==> config.mk <==
export PLATFORM = sky130hd
export DESIGN_NAME = rx_block_fifo_flat
export DESIGN_NICKNAME = d
export VERILOG_FILES = /design/src/rtl/rx_block_fifo_if.sv /design/src/rtl/rx_block_fifo.sv /design/src/flat_wrapper.sv
export SDC_FILE = /design/constraint.sdc
export NUM_CORES = 1
export LEC_CHECK = 0
export CAP_MARGIN = 20
export CELL_PAD_IN_SITES_DETAIL_PLACEMENT = 0
export CELL_PAD_IN_SITES_GLOBAL_PLACEMENT = 1
export CORE_AREA = 10 10 159 161
export DETAILED_ROUTE_END_ITERATION = 8
export DIE_AREA = 0 0 169 171
export GPL_TIMING_DRIVEN = 0
export HOLD_SLACK_MARGIN = 0.02
export PLACE_DENSITY = 0.8
export SETUP_SLACK_MARGIN = 0.4
export SLEW_MARGIN = 20
export SYNTH_ARGS = -nofsm -noshare
export SYNTH_HDL_FRONTEND = slang
export SYNTH_SLANG_ARGS = --single-unit
==> constraint.sdc <==
create_clock -name CLK -period 4.57 [get_ports CLK]
set_clock_uncertainty 0.1 [all_clocks]
set_input_delay 0.914 -clock CLK [delete_from_list [all_inputs] [get_ports CLK]]
set_output_delay 0.914 -clock CLK [all_outputs]
set_load 0.03 [all_outputs]
==> src/rtl/rx_block_fifo_if.sv <==
// Block-queue interface between the receiver side (frame bytes, pop handshake,
// overflow clear) and the block FIFO. The FIFO uses the slave view.
interface rx_block_fifo_if #(
  parameter int AW = 2
);
  logic          fr;
  logic [7:0]    r1, r2, r3, r4, r5, r6, r7, r8;
  logic          blk_ready;
  logic          clr_ovf;
  logic          blk_valid;
  logic [64:1]   blk_data;
  logic [AW:0]   level;
  logic          overflow;

  modport master (
    output fr, r1, r2, r3, r4, r5, r6, r7, r8, blk_ready, clr_ovf,
    input  blk_valid, blk_data, level, overflow
  );

  modport slave (
    input  fr, r1, r2, r3, r4, r5, r6, r7, r8, blk_ready, clr_ovf,
    output blk_valid, blk_data, level, overflow
  );
endinterface

==> src/rtl/rx_block_fifo.sv <==
// rx_block_fifo: packs each completed 8-byte UART frame into a 64-bit block
// and queues it for the DES stage behind a first-word-fall-through
// valid/ready port. A block arriving while full with no pop is dropped and
// flagged in a sticky overflow bit.
module rx_block_fifo #(
  parameter int DEPTH = 4,
  parameter int AW    = 2
) (
  input logic            CLK,
  input logic            RST,
  rx_block_fifo_if.slave bus
);

  logic [64:1]   mem [DEPTH];
  logic [AW-1:0] wp;
  logic [AW-1:0] rp;
  logic [AW:0]   cnt;
  logic          fr_d;
  logic          ovf;
  logic [64:1]   frame;
  logic          valid;
  logic          full;
  logic          push;
  logic          pop;
  logic          wr_en;
  logic          drop;

  // r1 is the first byte on the wire, so it lands in the top byte.
  assign frame = {bus.r1, bus.r2, bus.r3, bus.r4, bus.r5, bus.r6, bus.r7, bus.r8};

  assign valid = (cnt != '0);
  assign full  = (cnt == (AW+1)'(DEPTH));
  assign push  = bus.fr & ~fr_d;
  assign pop   = valid & bus.blk_ready;

  // A full FIFO still accepts a block when the head leaves in the same cycle.
  assign wr_en = push & (~full | pop);
  assign drop  = push & full & ~pop;

  // Pointers, occupancy, edge detector and sticky overflow.
  always_ff @(posedge CLK) begin
    if (RST) begin
      wp   <= '0;
      rp   <= '0;
      cnt  <= '0;
      ovf  <= 1'b0;
      fr_d <= 1'b1;   // a frame flag already high at release is not a new block
    end else begin
      fr_d <= bus.fr;
      if (wr_en) wp <= wp + 1'b1;
      if (pop)   rp <= rp + 1'b1;
      case ({wr_en, pop})
        2'b10:   cnt <= cnt + 1'b1;
        2'b01:   cnt <= cnt - 1'b1;
        default: cnt <= cnt;
      endcase
      if (drop)             ovf <= 1'b1;
      else if (bus.clr_ovf) ovf <= 1'b0;
    end
  end

  // Block storage; contents are not reset, the occupancy count governs validity.
  always_ff @(posedge CLK) begin
    if (wr_en) mem[wp] <= frame;
  end

  assign bus.blk_valid = valid;
  assign bus.blk_data  = mem[rp];
  assign bus.level     = cnt;
  assign bus.overflow  = ovf;

endmodule

==> src/flat_wrapper.sv <==
// flat-port wrapper written by rule: the top's interface ports become plain ports
module rx_block_fifo_flat 
#(
  parameter int DEPTH = 4,
  parameter int AW    = 2
)
  (CLK, RST, bus_fr, bus_r1, bus_r2, bus_r3, bus_r4, bus_r5, bus_r6, bus_r7, bus_r8, bus_blk_ready, bus_clr_ovf, bus_blk_valid, bus_blk_data, bus_level, bus_overflow);
  rx_block_fifo_if #(.AW(AW)) bus_i ();
  input logic CLK;
  input logic RST;
  input wire logic [$bits(bus_i.fr)-1:0] bus_fr;
  input wire logic [$bits(bus_i.r1)-1:0] bus_r1;
  input wire logic [$bits(bus_i.r2)-1:0] bus_r2;
  input wire logic [$bits(bus_i.r3)-1:0] bus_r3;
  input wire logic [$bits(bus_i.r4)-1:0] bus_r4;
  input wire logic [$bits(bus_i.r5)-1:0] bus_r5;
  input wire logic [$bits(bus_i.r6)-1:0] bus_r6;
  input wire logic [$bits(bus_i.r7)-1:0] bus_r7;
  input wire logic [$bits(bus_i.r8)-1:0] bus_r8;
  input wire logic [$bits(bus_i.blk_ready)-1:0] bus_blk_ready;
  input wire logic [$bits(bus_i.clr_ovf)-1:0] bus_clr_ovf;
  output wire logic [$bits(bus_i.blk_valid)-1:0] bus_blk_valid;
  output wire logic [$bits(bus_i.blk_data)-1:0] bus_blk_data;
  output wire logic [$bits(bus_i.level)-1:0] bus_level;
  output wire logic [$bits(bus_i.overflow)-1:0] bus_overflow;
  assign bus_i.fr = bus_fr;
  assign bus_i.r1 = bus_r1;
  assign bus_i.r2 = bus_r2;
  assign bus_i.r3 = bus_r3;
  assign bus_i.r4 = bus_r4;
  assign bus_i.r5 = bus_r5;
  assign bus_i.r6 = bus_r6;
  assign bus_i.r7 = bus_r7;
  assign bus_i.r8 = bus_r8;
  assign bus_i.blk_ready = bus_blk_ready;
  assign bus_i.clr_ovf = bus_clr_ovf;
  assign bus_blk_valid = bus_i.blk_valid;
  assign bus_blk_data = bus_i.blk_data;
  assign bus_level = bus_i.level;
  assign bus_overflow = bus_i.overflow;
  rx_block_fifo #(.DEPTH(DEPTH), .AW(AW)) u_core (.CLK(CLK), .RST(RST), .bus(bus_i));
endmodule
Word level (Yosys, flattened, before mapping). Memory sizes are Yosys's and may differ from the RTL's. A register that Yosys moved wholly into a read port is not among the register bits. Cells that the tools add are included.

Bits in registers: 9. Latch bits: 0. Memory bits (writable): 256. Memory bits (read-only): 0. Bits of input ports: 69. Output and inout port bits: 69. Logic and storage cells: 32. Memories: 1.

$add $sub $neg: 4. Multiply operators: 0. Divide/modulo/power cells: 0. Order comparisons: 0. Equal/unequal tests: 3. Shifts and indexed selects: 0. Muxes and demuxes: 7. Bitwise gates (word level): 9. Reduce and logical (&&, ||, !) cells: 3.

Memory list: u_core.mem (depth 4, width 64, rd ports 1, clocked after memory_dff 1, wr ports 1, RTL line rx_block_fifo.sv:14) `logic [64:1] mem [DEPTH];`.

Operator list (count): 3-bit one-hot mux with 2 select lines (1); 1-bit AND (5); 2-bit by 1-bit adder with 2-bit output (second input constant) (2); 1-bit 2-to-1 mux (4); 2-bit 2-to-1 mux (2); 2-bit nonzero test (2); 3-bit by 1-bit adder with 3-bit output (second input constant) (1); 3-bit == test (second input constant) (1); 1-bit NOT (3); 3-bit nonzero test (1); 3-bit by 1-bit subtractor with 3-bit output (second input constant) (1); 2-bit by 1-bit == test with 1-bit output (second input constant) (1); 2-bit == test (second input constant) (1); 1-bit OR (1).

Logic depth before layout (Yosys ltp).
Depth in word-level cells: 6. Gate-level depth with buffers: 9. Mapped depth without buffers: 9.

Worst setup path after synthesis. Ideal clock, no wire load.

Kind: input -> register. From: input bus_blk_ready. To: register u_core.cnt[2] (netlist: u_core.bus.level[2]). Arrival time: 2.488 ns. Data required time: 4.400 ns. Path slack: 1.912 ns. Stages: 9. Path buffers: 0. Cells stage by stage: nor4b_4 nor3b_4 inv_1 ha_1 inv_1 fa_1 xor2_1 or3_1 a21oi_1.

Longest elaborated chain between the ends: 5. Elaborated cells on any way between the ends: 7. Those cells by class: eq/ne: 2; mux: 1; bitwise: 3; reduce/logical: 1.

RTL lines: start: declaration (RTL line flat_wrapper.sv:20) `input wire logic [$bits(bus_i.blk_ready)-1:0] bus_blk_ready;`; 1-bit AND (*) (RTL line rx_block_fifo.sv:34) `assign pop = valid & bus.blk_ready;`; 1-bit OR (RTL line rx_block_fifo.sv:37) `assign wr_en = push & (~full | pop);`; 1-bit AND (RTL line rx_block_fifo.sv:37); 2-bit by 1-bit == test with 1-bit output or 2-bit == test (tied branches) (RTL line rx_block_fifo.sv:52) `case ({wr_en, pop})`; 3-bit one-hot mux with 2 select lines or 2-bit nonzero test (tied branches); end signal: assignment (RTL line rx_block_fifo.sv:53) `2'b10: cnt <= cnt + 1'b1;`; end signal: assignment (RTL line rx_block_fifo.sv:54) `2'b01: cnt <= cnt - 1'b1;`; end signal: assignment (RTL line rx_block_fifo.sv:55) `default: cnt <= cnt;`; end: declaration (RTL line rx_block_fifo.sv:17) `logic [AW:0] cnt;`.

Mark *: on every way between the ends. The rest lies on a longest branch, timed or not. A chain may end at the register's enable or synchronous reset.

==> impl_results.md <==
* Status: completed
* Core ar. at 22230 sq um
* Cell taking the most area after synthesis: edfxtp_1
* Global Route Usage Sum at between 10% and 20%
* 1st-pass router iterations at 4
* Crit path required time at about 3.6 ns
* Setup violators final at 0
* WHS at 0.4031 ns
* YS warnings at 0
* Syn_area_per_cell at around 25 sq um
* Worst-Skew Late Latency at 0.53 ns
* Worst path cell trace: clkbuf_2 > buf_2 > mux4_2 > clkdlybuf4s50_1
* Clk slew on worst S/H paths at roughly 0.060 ns
* EDFF count, synth at around 260
* Comb pwr share at between 10% and 20%
* Seq pwr share at 44.0%
* Layout cell share with drive strength beyond 1 at 23.20%
* F_max at 287.2 MHz
* Number of global-route vias before repair at 5068
* Ranking of synthesized cells by area: edfxtp_1 78%, mux4_2 15%, dfxtp_1 2.2%
* Die ar. at 28900 sq um
* Die X at 169 um
* Syn nets at 466
* VDD IR max at approximately 0.44 mV
* Max incr delay on CP at 0.65 ns
* Nets@finish at 636
* DIE HEIGHT at 171 um
* Max-slew headroom at 63.17%
* Starting DRT DRC Count at 258
* Min cycle time layout at 3.481 ns
* Setup CP Type: reg2out
* Worst slew pin tran at 0.5524 ns
* Sequential area share after synthesis at 80.53%
* Total grt overflow at 0
* Top_reg_cell synth: edfxtp_1
* Residual DRC count at 0
* CTS tree: yes
* Root buffer cell: clkbuf_16
* Hpwl dp at 11.80 mm
* Largest net degree at the start of global routing at 34
* Num rows at 55
* Unrepaired setup endpoints after global routing: false
* Max Root-Sink Buffers at 3
* Post-CTS Hold Buffers at 0
* Pleak at 3.950 nW
* FILL cells at 1630
* Clock power frac at between 30% and 40%
* GP Congestion at 0.6793
* Vias at between 4000 and 5000
* Global-route wire length before repair at 29.26 mm
* Area delta synth->final at 27.96%
* Fin crit share at 76.18%
* Mapped Area at 9819 sq um
* Max-Cap Viols at 0
* PortBufs at 137
* Most common cell in the netlist: edfxtp_1
* CP max stage cell: clkdlybuf4s50_1
* Synth Register Bits at 267
* Average vias per placed instance at about 5.2
* IO Count at roughly 140
* Endpoints failing hold at 0
* Int Pwr at 4.694 mW
* Synth unique cells at 27
* Initial antenna violation count at 1
* Switching power at 1.547 mW
* Post-CTS resize count at 0
* Synth Instances at 391
* Sequential Area at 7908 sq um
* Starting Density at 44.18%
* Top cell type's share of synthesized area at about 78%
* Critical path launch point type: flop
* Critical path fanouts, max at 10
* Total CTS buffers at 27
* ANT nets after route at 0
* Clk sinks at 267
* Top delay family on crit path: buffers and inverters
* Max-slew violations at 0
* Hold Path Class: reg2reg
* Post-synth top cells: 256 x edfxtp_1, 64 x mux4_2, 11 x dfxtp_1
* WL per Instance at 21.59 um
* Multi-input gate area at 1777 sq um
* Post-CTS Repair Setup Buffers at 0
* Sw frac at 24.79%
* Async SR Flop Fraction at 0%
* WP buf/inv at 3
* Routed WL at around 19 mm
* Setup_tns at 0 ns
* Htree depth at 1
* CP arrival at 2.47 ns
* CP Capture Type: output port
* Pwr Density at 496.7 nW/um^2
[cells in the final DEF, fill, tap and decap left out, types with 5 or more instances in the layout]
master	instances
clkdlybuf4s50_1	137
mux4_2	64
bufinv_16	5
clkbuf_16	27
buf_6	7
inv_1	6
dfxtp_1	11
clkinv_1	7
edfxtp_1	256
ha_1	5
buf_2	6
nor2_1	8
[state kept, by name, summed over array words and instances (netlist names), named ones only]
signal and count:
u_core.mem 256, u_core.bus.overflow 1, u_core.fr_d 1, u_core.rp 2
u_core.wp 2, u_core.bus.level 3
[final timing paths]
check	slack (ns)	end	startpoint	cells after the start
worst max-delay path	1.09	bus_blk_data[46]	flop	4
worst min-delay path	0.40	u_core.bus.overflow	u_core.bus.overflow	2
worst max register to register	2.22	u_core.bus.level[2]	u_core.bus.level[0]	9
worst min register to register	0.40	u_core.bus.overflow	u_core.bus.overflow	2
[stage by stage]
stage | area, sq um | instances | power [mW] | utilization [%] | setup slack (ns)
finish | 12560 | 868 | 6.241 | 56.53 | 1.089
global route | 12560 | 867 | 6.477 | 56.52 | 0.9709
CTS | 12560 | 867 | 6.325 | 56.52 | 1.023
detailed placement | 11630 | 817 | 4.068 | 52.33 | 1.261
global placement | 11550 | 813 | 4.051 | 51.95 | 0.6400
floorplan | 9819 | 391 | 3.594 | - | 1.912
[metal layers]
layer	track usage [%]	vias up	routed length, um
met5	0	-	0
met4	3.265	0	331
met3	3.441	30	1225
met2	22.17	132	9565
met1	15.90	2332	7619
li1	-	2001	-
[worst reg2reg max path: cells and delay by family (launching register included)]
kind	cells	cell delay, ns
flip-flops	1	0.39
AND/OR/NAND/NOR	3	0.80
adder cells (fa/ha/maj)	2	0.55
buffers and inverters	2	0.13
XOR/XNOR	1	0.16
AO/OA/AOI/OAI	1	0.14
[power groups by stage]
stage / registers [mW] / clock network [mW] / logic, mW
6_report: 2.75 / 2.25 / 1.24
5_1_grt: 2.75 / 2.40 / 1.32
4_1_cts: 2.75 / 2.30 / 1.28
3_5_place_dp: 2.80 / 0 / 1.27
3_3_place_gp: 2.80 / 0 / 1.25
2_1_floorplan: 2.81 / 0 / 0.785
[cells by family after synthesis]
logic type,Yosys count,share of synthesized area (%)
flip-flops,267,80.53
multiplexers,66,14.93
buffers and inverters,21,1.427
AND/OR/NAND/NOR,21,1.516
AO/OA/AOI/OAI,6,0.3949
adder cells (fa/ha/maj),6,0.8410
XOR/XNOR,4,0.3568
[layout make-up]
type | count | area share, %
flip-flops and latches | 267 | 62.94
plain buffers | 15 | 0.9361
clock buffers | 27 | 5.377
inverters | 6 | 0.1792
multi-input cells | 103 | 14.14
diodes | 1 | 0.01992
repair buffers | 141 | 11.55
clock inverters | 23 | 2.022
well taps | 285 | 2.838
Note: power is estimated with default switching activity, not from simulation.
